<file path="src/rtl/uart_line_echo_ctrl.sv">
// Line-buffered echo controller on the UART FIFO side: collects RX bytes into a line,
// replays the line into TX followed by CR LF. Optional macro UART_ECHO_UPCASE_EN upper-cases a-z on store.
module uart_line_echo_ctrl #(
  parameter int unsigned LINE_DEPTH = 16,
  parameter logic [7:0]  TERM       = 8'h0D,
  parameter logic [7:0]  LF_CHAR    = 8'h0A
) (
  input  logic       clk,
  input  logic       reset_n,
  input  logic [7:0] r_data,
  input  logic       rx_empty,
  input  logic       tx_full,
  output logic       rd,
  output logic       wr,
  output logic [7:0] w_data,
  output logic       busy,
  output logic [7:0] line_count
);

  localparam int unsigned CNT_W = $clog2(LINE_DEPTH + 1);
  localparam int unsigned IDX_W = $clog2(LINE_DEPTH);
  localparam logic [CNT_W-1:0] FULL_LEN = CNT_W'(LINE_DEPTH);
  localparam logic [CNT_W-1:0] ONE_CNT  = CNT_W'(1);
  localparam logic [CNT_W-1:0] ZERO_CNT = {CNT_W{1'b0}};

  typedef enum logic [1:0] {
    COLLECT = 2'd0,
    SEND    = 2'd1,
    SEND_CR = 2'd2,
    SEND_LF = 2'd3
  } state_t;

  state_t           state_r;
  logic [CNT_W-1:0] len_r;
  logic [CNT_W-1:0] rd_idx_r;
  logic [7:0]       line_count_r;
  logic [7:0]       line_buf_r [LINE_DEPTH];

  logic       rd_s;
  logic       wr_s;
  logic       store_s;
  logic       is_term_s;
  logic       is_full_s;
  logic       last_s;
  logic [7:0] w_data_s;

  function automatic logic [7:0] store_byte(input logic [7:0] b);
`ifdef UART_ECHO_UPCASE_EN
    if (b >= 8'h61 && b <= 8'h7A) begin
      return b - 8'h20;
    end else begin
      return b;
    end
`else
    return b;
`endif
  endfunction

  // Strobe and data decode from registered state and FIFO flags
  always_comb begin
    is_full_s = (len_r == FULL_LEN);
    is_term_s = (r_data == TERM);
    last_s    = ((rd_idx_r + ONE_CNT) == len_r);
    rd_s      = 1'b0;
    wr_s      = 1'b0;
    store_s   = 1'b0;
    w_data_s  = 8'h00;
    case (state_r)
      COLLECT: begin
        // A full buffer leaves the next byte (even a terminator) in the RX FIFO
        if (!is_full_s && !rx_empty) begin
          rd_s    = 1'b1;
          store_s = !is_term_s;
        end else begin
          rd_s = 1'b0;
        end
      end
      SEND: begin
        w_data_s = line_buf_r[rd_idx_r[IDX_W-1:0]];
        wr_s     = !tx_full;
      end
      SEND_CR: begin
        w_data_s = 8'h0D;
        wr_s     = !tx_full;
      end
      SEND_LF: begin
        w_data_s = LF_CHAR;
        wr_s     = !tx_full;
      end
      default: begin
        w_data_s = 8'h00;
      end
    endcase
  end

  assign rd         = rd_s & reset_n;
  assign wr         = wr_s & reset_n;
  assign w_data     = reset_n ? w_data_s : 8'h00;
  assign busy       = (state_r != COLLECT);
  assign line_count = line_count_r;

  // Control FSM with line length, replay index and completed-line counter
  always_ff @(posedge clk or negedge reset_n) begin
    if (!reset_n) begin
      state_r      <= COLLECT;
      len_r        <= ZERO_CNT;
      rd_idx_r     <= ZERO_CNT;
      line_count_r <= 8'h00;
    end else begin
      case (state_r)
        COLLECT: begin
          if (is_full_s) begin
            state_r <= SEND;
          end else if (rd_s && is_term_s) begin
            state_r <= (len_r == ZERO_CNT) ? SEND_CR : SEND;
          end else if (rd_s) begin
            len_r <= len_r + ONE_CNT;
          end
        end
        SEND: begin
          if (wr_s) begin
            rd_idx_r <= rd_idx_r + ONE_CNT;
            if (last_s) begin
              state_r <= SEND_CR;
            end
          end
        end
        SEND_CR: begin
          if (wr_s) begin
            state_r <= SEND_LF;
          end
        end
        SEND_LF: begin
          if (wr_s) begin
            state_r      <= COLLECT;
            len_r        <= ZERO_CNT;
            rd_idx_r     <= ZERO_CNT;
            line_count_r <= line_count_r + 8'd1;
          end
        end
        default: begin
          state_r <= COLLECT;
        end
      endcase
    end
  end

  // Line storage; contents are irrelevant after reset so no reset is applied
  always_ff @(posedge clk) begin
    if (store_s) begin
      line_buf_r[len_r[IDX_W-1:0]] <= store_byte(r_data);
    end
  end

endmodule

</file>
<file path="config.mk">
export PLATFORM = sky130hd
export DESIGN_NAME = uart_line_echo_ctrl
export DESIGN_NICKNAME = d
export VERILOG_FILES = /design/src/rtl/uart_line_echo_ctrl.sv
export SDC_FILE = /design/constraint.sdc
export NUM_CORES = 1
export LEC_CHECK = 0
export CAP_MARGIN = 0
export CORE_MARGIN = 4
export CORE_UTILIZATION = 64
export DETAILED_ROUTE_END_ITERATION = 8
export GPL_TIMING_DRIVEN = 0
export PLACE_DENSITY_LB_ADDON = 0.05
export SLEW_MARGIN = 20
export SYNTH_ARGS = -nofsm -noshare
export SYNTH_HDL_FRONTEND = slang
export SYNTH_SLANG_ARGS = --single-unit
</file>
<file path="constraint.sdc">
create_clock -name clk -period 7.5 [get_ports clk]
set_input_delay 1.125 -clock clk [delete_from_list [all_inputs] [get_ports clk]]
set_output_delay 1.125 -clock clk [all_outputs]
set_load 0.05 [all_outputs]
</file>
### Yosys cells after proc, flatten, opt, wreduce, memory -nomap -nowiden

Memory sizes are Yosys's and may differ from the RTL's.
Cells that the tools add are included.

| storage, ports and cells | value |
|---|---|
| register bits after elaboration | 20 |
| RAM bits | 128 |
| input port bits | 12 |
| logic and storage cells | 64 |
| memories | 1 |

Memories:

| memory | depth | width | rd ports | clocked after Yosys merged registers in | write ports | line | source |
|---|---|---|---|---|---|---|---|
| line_buf_r | 16 | 8 | 1 | 0 | 1 | 37 | `logic [7:0] line_buf_r [LINE_DEPTH];` |

| cells by class | value |
|---|---|
| add/sub/neg operators | 3 |
| equality and inequality tests | 14 |
| muxes and demuxes | 24 |
| bitwise operators | 2 |
| reduce and logical (&&, ||, !) cells | 16 |

Operators with widths:

| operator | count |
|---|---|
| $mux W5 | 5 |
| $pmux W8 S3 | 1 |
| $pmux W5 S2 | 2 |
| $mux W2 | 7 |
| $ne A2 B2 Y1 const B | 7 |
| $add A5 B1 Y5 const B | 2 |
| $reduce_and A5 Y1 | 2 |
| $add A8 B1 Y8 const B | 1 |
| $eq A8 B4 Y1 const B | 1 |
| $mux W8 | 1 |
| $pmux W2 S4 | 1 |
| $mux W1 | 7 |
| $reduce_bool A2 Y1 | 3 |
| $eq A5 B5 Y1 | 1 |
| $eq A5 B5 Y1 const B | 1 |
| $logic_not A5 Y1 | 1 |
| $eq A2 B2 Y1 const B | 2 |
| $logic_not A1 Y1 | 4 |
| $ne A3 B3 Y1 const B | 1 |
| $reduce_and A3 Y1 | 1 |
| $reduce_or A3 Y1 | 1 |
| $and A1 B1 Y1 | 2 |
| $eq A2 B1 Y1 const B | 1 |
| $logic_and A1 B1 Y1 | 2 |
| other kinds (2) | 2 |

### Longest topological paths before layout

| depth | value |
|---|---|
| depth after elaboration | 9 |
| mapped depth | 8 |
| gate-level depth less buffers | 7 |

### Worst setup path before layout

No wires, ideal clock.

| timing | value |
|---|---|
| kind | register -> output |
| from | register rd_idx_r[1] |
| to | output w_data[2] |
| data arrival time | 2.346 ns |
| setup slack | 4.029 ns |
| stages on the path, launching flop included | 6 |
| buffers on the path | 2 |
| cell sequence | dfrtp_1 buf_1 buf_2 mux4_2 mux2i_1 o21ai_0 |

| between the ends | value |
|---|---|
| longest elaborated chain between the ends | 3 |

RTL lines:

| item | line | source |
|---|---|---|
| start: declaration | 35 | `logic [CNT_W-1:0] rd_idx_r;` |
| start signal: assignment | 122 | `rd_idx_r <= rd_idx_r + ONE_CNT;` |
| $mem_v2 Z16 W8 | n/a |  |
| $pmux W8 S3 | 68 | `case (state_r)` |
| $mux W8 | 98 | `assign w_data = reset_n ? w_data_s : 8'h00;` |
| end: declaration | 15 | `output logic [7:0] w_data,` |

No other way between the ends.

### Worst setup path in the final report

| timing | value |
|---|---|
| from | register rd_idx_r[1] |
| to | output w_data[1] |

Same word-level chain as after synthesis.

==> metrics.csv <==
metric,value,unit
first_pass_iters,5,
cts_buffers,17,
port_buffers,30,
clkLatencyLatePin,0.52,ns
async_flop_share,0.135,
switching_share,0.328,
num_antenna_cells,0,
core_area,9730,µm²
area.growth.synth_to_final,16.9,%
dp_slack,2.28,ns
final.min_clock_period,4.54,ns
worstSetupStartpointType,flop,
row_count,36,
drv_slew,0,
seq_area_frac_synth,0.680,
cp_max_fo,10,
yosys.cell_types.count,45,
yosysTopAreaCellShare,0.601,
period_share,0.606,
grt.total_usage,0.260,
yosys_warnings,0,
maxCapViolations,0,
drive_above_1_share,0.229,
fin_skew,0.0108,ns
synth_area_leaders,"edfxtp_1 (60%), mux4_2 (13%), dfrtp_1 (7.8%)",
antenna_found_initial,0,
dieArea,11600,µm²
p_leak,2.55,nW
combPwrFrac,0.353,
layout.nets,445,
final_antenna_net_count,0,
cts_tree,done,
syn_inst,369,
synth-edff-count,128,
drtIter0Drc,374,
drc,0,
seq_power_share,0.363,
setup-violations-final,0,
p_total,2.86,mW
overflow,0,
p_per_area,383,nW/µm²
grt_max_degree,26,
syn-cell-area,6390,µm²
initial_core_util,0.657,
yosysTopAreaCell,edfxtp_1,
cts.sinks,148,
rsz0062_at_grt,no,
p_clk_frac,0.284,
synth_nets,392,
die_h,108,µm
ys.flop_type,edfxtp_1,
drt-vias-per-instance,6.29,
vdd_drop_max,0.240,mV
grt_pass1_vias,3486,
cts-root-buf,clkbuf_8,
required,6.38,ns
ys_seq_elements,148,
synth.most_common_cell,edfxtp_1,
grt_pass1_wl,21.3,mm
finalHoldViolations,0,
cp.arrival,3.42,ns
path_clk_slew,0.06,ns
num_vias,3552,
dpl.hpwl,8.68,mm
fin_tns_setup,0,ns
crit_type,flop to primary output,
status,"complete, no violations",
cts_hold_buf,0,
layout_setup_ws,2.96,ns
drt-total-wl,13.8,mm
yosys-top-cells-count,"edfxtp_1 (128), mux4_2 (36), nor2_1 (23)",
slew_headroom,0.250,
dieWidth,108,µm
post_cts_resized,0,
postCtsSetupBuffers,0,
post-route-util,0.768,
htree_levels,4,
max_freq,220,MHz
num_io_pins,31,
avgSynthCellArea,17.3,µm²
end_kind,primary output,
switchingPower,940,µW
gp_congestion,0.809,
hp-class,flop to flop,
p_int,1.92,mW
cts_buffer_depth,2,
worst_slew_pin_slew,1.12,ns
wire_per_inst,24.4,µm
-- cell usage in the layout (no fill, tap or decap), types with 3 or more instances in the layout --
cell	n
xor2_1	4
buf_1	3
nand2b_1	3
clkbuf_16	16
nand4b_1	4
clkbuf_1	6
bufinv_16	3
inv_1	8
edfxtp_1	128
nor2_2	3
buf_2	6
ha_1	11
nand4_1	3
dfrtp_1	20
mux4_2	36
xnor2_1	9
nor3_2	4
clkbuf_8	3
mux2_2	3
o21ai_0	12
mux2i_1	10
nor2_1	20
buf_4	5
a21oi_1	8
nor2b_1	7
and2_1	3
nand2_1	16
and3_1	3
clkdlybuf4s50_1	29
nand3_1	5
nor3_1	7
buf_6	4
-- power groups by stage --
stage | registers [mW] | clock network [mW] | logic, mW
after global routing | 1.05 | 0.862 | 1.08
after global placement | 1.05 | 0 | 0.977
final | 1.04 | 0.813 | 1.01
after floorplan | 1.07 | 0 | 0.719
after CTS | 1.04 | 0.821 | 1.01
after detailed placement | 1.05 | 0 | 1.01
-- metal layers --
layer | global-route usage | part of all wire | wire length [µm] | vias to the layer above
met3 | 0.0627 | 0.076 | 1050 | 29
met1 | 0.366 | 0.41 | 5590 | 1782
met5 | 0 | 0 | 0 | -
met2 | 0.398 | 0.49 | 6700 | 180
li1 | - | - | - | 1561
met4 | 0.111 | 0.032 | 448 | 0
-- cells by family (layout without fill, tap and decap cells) --
family / Yosys count / after routing / synth area share
flops: 148 / 148 / 0.680
simple gates: 87 / 87 / 0.0709
compound gates: 35 / 35 / 0.0376
mux: 49 / 49 / 0.148
fa+ha+maj: 11 / 11 / 0.0215
xor+xnor: 13 / 13 / 0.0178
buf+inv: 26 / 89 / 0.0247
-- stage by stage --
| step | area (µm²) | instances | hold slack, ns |
|---|---|---|---|
| 3_5_place_dp | 6910 | 536 | 0.461 |
| 5_1_grt | 7470 | 565 | 0.497 |
| 4_1_cts | 7470 | 565 | 0.474 |
| 3_3_place_gp | 6860 | 532 | 0.459 |
| 2_1_floorplan | 6390 | 369 | 0.512 |
| 6_report | 7470 | 565 | 0.464 |
-- area by class of cell --
type | count | area (µm²)
Clock inverter | 9 | 133
Inverter | 8 | 30.0
Sequential cell | 148 | 4340
Timing Repair Buffer | 34 | 325
Clock buffer | 20 | 425
Tap cell | 133 | 166
Multi-Input combinational cell | 195 | 1920
Fill cell | 550 | 2260
Buffer | 18 | 128
-- flip-flops by register name, summed over array words and instances, names as in the netlist --
signal and cells:
line_count 8, len_r 5, rd_idx_r 5, state_r 2, line_buf_r 128
-- path summary, 6_finish.rpt --
kind                                    start           endpoint  slack (ns)  depth (start not counted)
worst max-delay path              rd_idx_r[1]          w_data[1]        2.96                          7
worst min-delay path            line_count[7]      line_count[7]        0.46                          1
worst max register to register       len_r[0]  line_buf_r[10][7]        4.43                          7
worst min register to register  line_count[7]      line_count[7]        0.46                          1
max in group asynchronous             reset_n      line_count[7]        6.55                          1
min in group asynchronous             reset_n           len_r[0]        0.59                          1
-- critical path, cell delays in order, from the launching register on --
cell and delay, ns:
dfrtp_1 0.45, buf_1 0.54, buf_2 0.42, mux2i_1 0.15, mux2i_1 0.24, a21oi_1 0.11
nor2_1 0.15, clkdlybuf4s50_1 0.83
Power figures use the tool's default switching activity.
